### config.mk
export PLATFORM = sky130hd
export DESIGN_NAME = mesi_snoop_bus_arbiter
export DESIGN_NICKNAME = d
export VERILOG_FILES = /design/src/rtl/mesi_snoop_bus_arbiter.sv
export SDC_FILE = /design/constraint.sdc
export NUM_CORES = 1
export LEC_CHECK = 0
export ABC_CLOCK_PERIOD_IN_PS = 4700
export BUFFER_PORTS_ARGS = -buffer_cell sky130_fd_sc_hd__buf_2
export CAP_MARGIN = 10
export CORE_UTILIZATION = 42
export CTS_BUF_LIST = sky130_fd_sc_hd__clkbuf_2 sky130_fd_sc_hd__clkbuf_4 sky130_fd_sc_hd__clkbuf_8
export DETAILED_ROUTE_END_ITERATION = 6
export PLACE_DENSITY = 0.75
export REMOVE_ABC_BUFFERS = 1
export SYNTH_ARGS = -nofsm -noshare
export SYNTH_HDL_FRONTEND = slang
export SYNTH_SLANG_ARGS = --single-unit
export TNS_END_PERCENT = 10
### constraint.sdc
create_clock -name clk -period 4.7 [get_ports clk]
set_clock_uncertainty 0.2 [all_clocks]
set_input_delay 0.47 -clock clk [delete_from_list [all_inputs] [get_ports clk]]
set_output_delay 0.47 -clock clk [all_outputs]
set_load 0.1 [all_outputs]
### src/rtl/mesi_snoop_bus_arbiter.sv
// mesi_snoop_bus_arbiter: round-robin owner of the shared MESI snoop bus.
// Grants one BusRd/BusRdX/BusUpgr at a time, broadcasts it to the snoopers,
// collects shared/flush responses, sequences the memory read, and returns
// completion plus the shared (C) indication to the owner.
// Ports: clk, rstb (async active-low); req_valid/req_cmd per cache;
//   grant/done one-hot to owner; c_out/err valid with done;
//   snoop_valid/snoop_cmd/snoop_src broadcast; snoop_shared/snoop_flush
//   responses; mem_req/mem_ack memory read handshake.
// Option: define MESI_ARB_TIMEOUT_EN to add a mem_ack watchdog that ends
//   the transaction with err=1 after TIMEOUT_CYCLES cycles in MEM.
module mesi_snoop_bus_arbiter #(
   parameter int NUM_CACHES     = 4,
   parameter int SNOOP_LAT      = 1,
   parameter int TIMEOUT_CYCLES = 16
) (
   input  logic                          clk,
   input  logic                          rstb,
   input  logic [NUM_CACHES-1:0]         req_valid,
   input  logic [2*NUM_CACHES-1:0]       req_cmd,
   output logic [NUM_CACHES-1:0]         grant,
   output logic [NUM_CACHES-1:0]         done,
   output logic                          c_out,
   output logic                          err,
   output logic                          snoop_valid,
   output logic [1:0]                    snoop_cmd,
   output logic [$clog2(NUM_CACHES)-1:0] snoop_src,
   input  logic [NUM_CACHES-1:0]         snoop_shared,
   input  logic [NUM_CACHES-1:0]         snoop_flush,
   output logic                          mem_req,
   input  logic                          mem_ack
);

   localparam int SW = $clog2(NUM_CACHES);
   localparam logic [1:0] CMD_RD   = 2'b01;
   localparam logic [1:0] CMD_UPGR = 2'b11;

   typedef enum logic [2:0] {
      S_IDLE, S_GRANT, S_SNOOP, S_WAIT, S_MEM, S_DONE
   } state_t;

   state_t                  state_q, state_d;
   logic [SW-1:0]           owner_q, rr_q, win;
   logic [1:0]              cmd_q, win_cmd;
   logic [2:0]              lat_q;
   logic                    shared_q;
   logic                    err_q;
   logic [NUM_CACHES-1:0]   elig, owner_oh, shared_m, flush_m;
   logic                    found, last, need_mem;
   int                      idx;

   // Search starts one past the previous owner, so the last owner
   // always has lowest priority.
   always_comb begin
      elig    = '0;
      win     = rr_q;
      win_cmd = 2'b00;
      found   = 1'b0;
      idx     = 0;
      for (int i = 0; i < NUM_CACHES; i++)
         elig[i] = req_valid[i] & (req_cmd[2*i +: 2] != 2'b00);
      for (int k = 1; k <= NUM_CACHES; k++) begin
         idx = int'(rr_q) + k;
         if (idx >= NUM_CACHES) idx = idx - NUM_CACHES;
         if (!found && elig[idx]) begin
            found   = 1'b1;
            win     = SW'(idx);
            win_cmd = req_cmd[2*idx +: 2];
         end
      end
   end

   // The owner never snoops its own request.
   assign owner_oh = NUM_CACHES'(1) << owner_q;
   assign shared_m = snoop_shared & ~owner_oh;
   assign flush_m  = snoop_flush & ~owner_oh;
   assign last     = (lat_q == 3'(SNOOP_LAT - 1));
   assign need_mem = (cmd_q != CMD_UPGR) && !(|flush_m);

`ifdef MESI_ARB_TIMEOUT_EN
   logic [4:0] to_q;
   logic       to_hit;
`endif

   always_comb begin
      state_d = state_q;
`ifdef MESI_ARB_TIMEOUT_EN
      to_hit  = 1'b0;
`endif
      unique case (state_q)
         S_IDLE:  if (found) state_d = S_GRANT;
         S_GRANT: state_d = S_SNOOP;
         S_SNOOP: state_d = S_WAIT;
         S_WAIT:  if (last) state_d = need_mem ? S_MEM : S_DONE;
         S_MEM: begin
            if (mem_ack) state_d = S_DONE;
`ifdef MESI_ARB_TIMEOUT_EN
            else if (to_q == 5'(TIMEOUT_CYCLES - 1)) begin
               state_d = S_DONE;
               to_hit  = 1'b1;
            end
`endif
         end
         S_DONE:  state_d = S_IDLE;
         default: state_d = S_IDLE;
      endcase
   end

   always_ff @(posedge clk or negedge rstb) begin
      if (!rstb) begin
         state_q  <= S_IDLE;
         owner_q  <= '0;
         cmd_q    <= 2'b00;
         rr_q     <= SW'(NUM_CACHES - 1);
         lat_q    <= '0;
         shared_q <= 1'b0;
      end else begin
         state_q <= state_d;
         if (state_q == S_IDLE && found) begin
            owner_q <= win;
            cmd_q   <= win_cmd;
         end
         lat_q <= (state_q == S_WAIT) ? lat_q + 3'd1 : 3'd0;
         if (state_q == S_WAIT && last) shared_q <= |shared_m;
         if (state_q == S_DONE) rr_q <= owner_q;
      end
   end

`ifdef MESI_ARB_TIMEOUT_EN
   always_ff @(posedge clk or negedge rstb) begin
      if (!rstb) begin
         to_q  <= '0;
         err_q <= 1'b0;
      end else begin
         to_q <= (state_q == S_MEM) ? to_q + 5'd1 : 5'd0;
         if (state_q == S_MEM) err_q <= to_hit;
         else if (state_q == S_DONE) err_q <= 1'b0;
      end
   end
`else
   assign err_q = 1'b0;
`endif

   // mem_req rises on the sampling cycle itself so a memory read starts
   // one cycle after the snoop strobe when SNOOP_LAT=1.
   assign grant       = (state_q != S_IDLE) ? owner_oh : '0;
   assign done        = (state_q == S_DONE) ? owner_oh : '0;
   assign err         = (state_q == S_DONE) & err_q;
   assign c_out       = (state_q == S_DONE) & (cmd_q == CMD_RD)
                        & shared_q & ~err_q;
   assign snoop_valid = (state_q == S_SNOOP);
   assign snoop_cmd   = snoop_valid ? cmd_q : 2'b00;
   assign snoop_src   = snoop_valid ? owner_q : '0;
   assign mem_req     = (state_q == S_MEM)
                        | ((state_q == S_WAIT) & last & need_mem);

endmodule
==> impl_metrics.py <==
metrics = {
    "outcome": {
        "status": "completed",
    },
    "sta": {
        "finalSetupViolCount": 0,
        "drv_slew": 0,
        "fin_crit_sh_pct": 68.5,
        "tightest_slew_ns": 0.813,
        "fin_crit_ns": 3.22,
        "tns_ns": 0,
        "max-slew-margin-rel_pct": 45.4,
        "hold_viol": 0,
        "timing.fmax_mhz": 311,
        "grt_setup_unrepaired": "false",
    },
    "layout": {
        "fin_util_pct": 51.7,
        "areaGrowthSynthToFinish_pct": 14.6,
        "nFillCells": 341,
        "nets": 222,
        "final_cells": 237,
        "drive_gt1_share_pct": 38.2,
        "diodes": 0,
    },
    "floorplanning": {
        "initial_core_util_pct": 45.1,
        "core_area_mm2": 0.00342,
        "ios": 39,
        "die_h_um": 62.6,
        "die_area_mm2": 0.00392,
        "die_w_um": 62.6,
        "rows": 21,
    },
    "synthesis": {
        "async_flop_share_pct": 100,
        "synthCells": 158,
        "ys_seq_elements": 13,
        "ys_seq_area_share_pct": 21.3,
        "yosys-top-cells-area": "dfrtp_1 18%, mux4_2 15%, ha_1 5.7%, mux4_1 5.1%, mux2_2 5.1%",
        "synth_top_area_share_pct": 17.9,
        "ys.flop_type": "dfrtp_1",
        "syn_avg_cell_area_um2": 9.76,
        "synth-edff-count": 0,
        "synth_top_cell_by_area": "dfrtp_1",
        "netlist_top_cells_count": "14 x nand2_1, 14 x nor2_1, 11 x dfrtp_1, 10 x mux4_2",
        "yosysUniqueCellTypes": 54,
        "yosys_warnings": 0,
        "synth_area_mm2": 0.00154,
    },
    "global_routing": {
        "grt_pass1_vias": 1256,
        "antenna_found_initial": 0,
        "grt_overflow_total": 0,
        "grt.total_usage_pct": 18.8,
        "grt_first_pass_wirelength_um": 5940,
        "grt_max_degree": 22,
    },
    "drt": {
        "finalWirelength_um": 3460,
        "vias_per_cell": 5.79,
        "detail_route.iter0.violations": 89,
        "wl_per_cell_um": 14.6,
        "drt_pre_antenna_iters": 4,
        "ant_nets": 0,
        "vias": 1372,
        "drc": 0,
    },
    "clocking": {
        "htreeDepth": 1,
        "cts_setup_buffers": 0,
        "clock_latency_ns": 0.27,
        "cts_tree": "built",
        "cts-resized-gates": 0,
        "cts.sinks": 13,
        "root_buffer": "clkbuf_4",
        "cts_hold_buffers": 1,
        "clkTransAtPathRegs_ns": 0.08,
        "cts_buffers": 3,
        "clock_path_buffers": 2,
    },
    "power": {
        "power_density_mw_per_mm2": 785,
        "ir_drop_v": 0.000262,
        "power.leakage_nw": 0.778,
        "power.total_mw": 1.39,
    },
    "critical_path": {
        "critPathCaptureType": "register",
        "worst_path_largest_cell_delay_ns": 0.84,
        "crit_family": "multiplexers",
        "critPathRequiredTime_ns": 4.67,
        "cp.depth": 6,
        "start_kind": "register",
        "worstPathCellList": "inv_2 -> ha_1 -> inv_4 -> mux4_2 -> a41oi_2 -> mux2_4",
        "crit_fanout": 21,
        "cp_data_arrival_time_ns": 3.19,
        "reg2regPathDepth": 6,
        "crit_type": "reg2reg",
        "cp_num_buf_inv": 2,
        "slowest_stage": "dfstp_2",
    },
    "placement": {
        "hpwl_um": 2770,
        "portBuffers": 37,
        "gp_congestion": 0.866,
        "dpl.cell_count": 232,
    },
    "worst_hold_path": {
        "min_path_cells": 1,
        "hold_path_class": "reg2reg",
    },
    "flow_run": {
        "drv_cap": 0,
    },
}
-- state kept, by name (all words and copies together), names as in the netlist --
register	count
state_q	3
shared_q	1
lat_q	3
cmd_q	2
owner_q	2
rr_q	2
-- area by class of cell --
type                    instances  area [um^2]  area share [%]
clock buffers                   4         30.0            1.70
well taps                      46         57.6            3.26
inverters                       7         28.8            1.63
flip-flops and latches         13          328            18.6
multi-input cells             129         1130            63.8
repair buffers                 38          195            11.0
-- logic make-up after synthesis --
kind of cell,count (synthesis),share of synthesized area (%)
flip-flops,13,21.3
buffers and inverters,16,5.60
other,1,0.243
XOR/XNOR,2,1.14
multiplexers,25,28.4
AO/OA/AOI/OAI,35,17.2
adder cells (fa/ha/maj),7,5.68
AND/OR/NAND/NOR,59,20.5
-- report_power, final --
part	internal, mW	switching (mW)	total, mW
logic	0.383	0.643	1.03
clock network	0.0387	0.0375	0.0761
registers	0.171	0.115	0.285
total	0.592	0.796	1.39
-- cells in the final DEF, fill, tap and decap left out, drive strengths merged, types with 5 or more instances in the layout --
| cell | n |
|---|---|
| nand3b | 5 |
| and2 | 5 |
| mux4 | 13 |
| nor2 | 14 |
| ha | 7 |
| inv | 7 |
| buf | 37 |
| nand2 | 14 |
| o21ai | 9 |
| mux2 | 8 |
| nor3 | 7 |
| dfrtp | 11 |
-- through the flow --
step / worst slack [ns] / hold WS (ns) / area, um^2
floorplan: 0.678 / -0.0256 / 1480
global placement: 1.56 / 0.168 / 1730
detailed placement: 1.48 / 0.169 / 1730
CTS: 1.46 / 0.264 / 1770
global route: 1.32 / 0.314 / 1770
finish: 1.48 / 0.261 / 1770
-- per-layer routing --
| metal | track usage [%] | wire length [um] | up-vias | share of wire, % |
|---|---|---|---|---|
| li1 | - | - | 674 | - |
| met1 | 25.5 | 1600 | 638 | 46 |
| met2 | 32.3 | 1680 | 58 | 49 |
| met3 | 1.28 | 168 | 2 | 4.8 |
| met4 | 5.23 | 11 | 0 | 0.32 |
| met5 | 0 | 0 | - | 0 |
-- path summary, 6_finish.rpt --
path,start,end,slack [ns]
worst min register to register,lat_q[0],lat_q[0],0.26
max in group asynchronous,rstb,rr_q[1],3.62
min in group asynchronous,rstb,state_q[2],0.40
worst max register to register,rr_q[0],owner_q[0],1.48
worst max-delay path,rr_q[0],owner_q[0],1.48
worst min-delay path,lat_q[0],lat_q[0],0.26
Power figures use the tool's default switching activity.
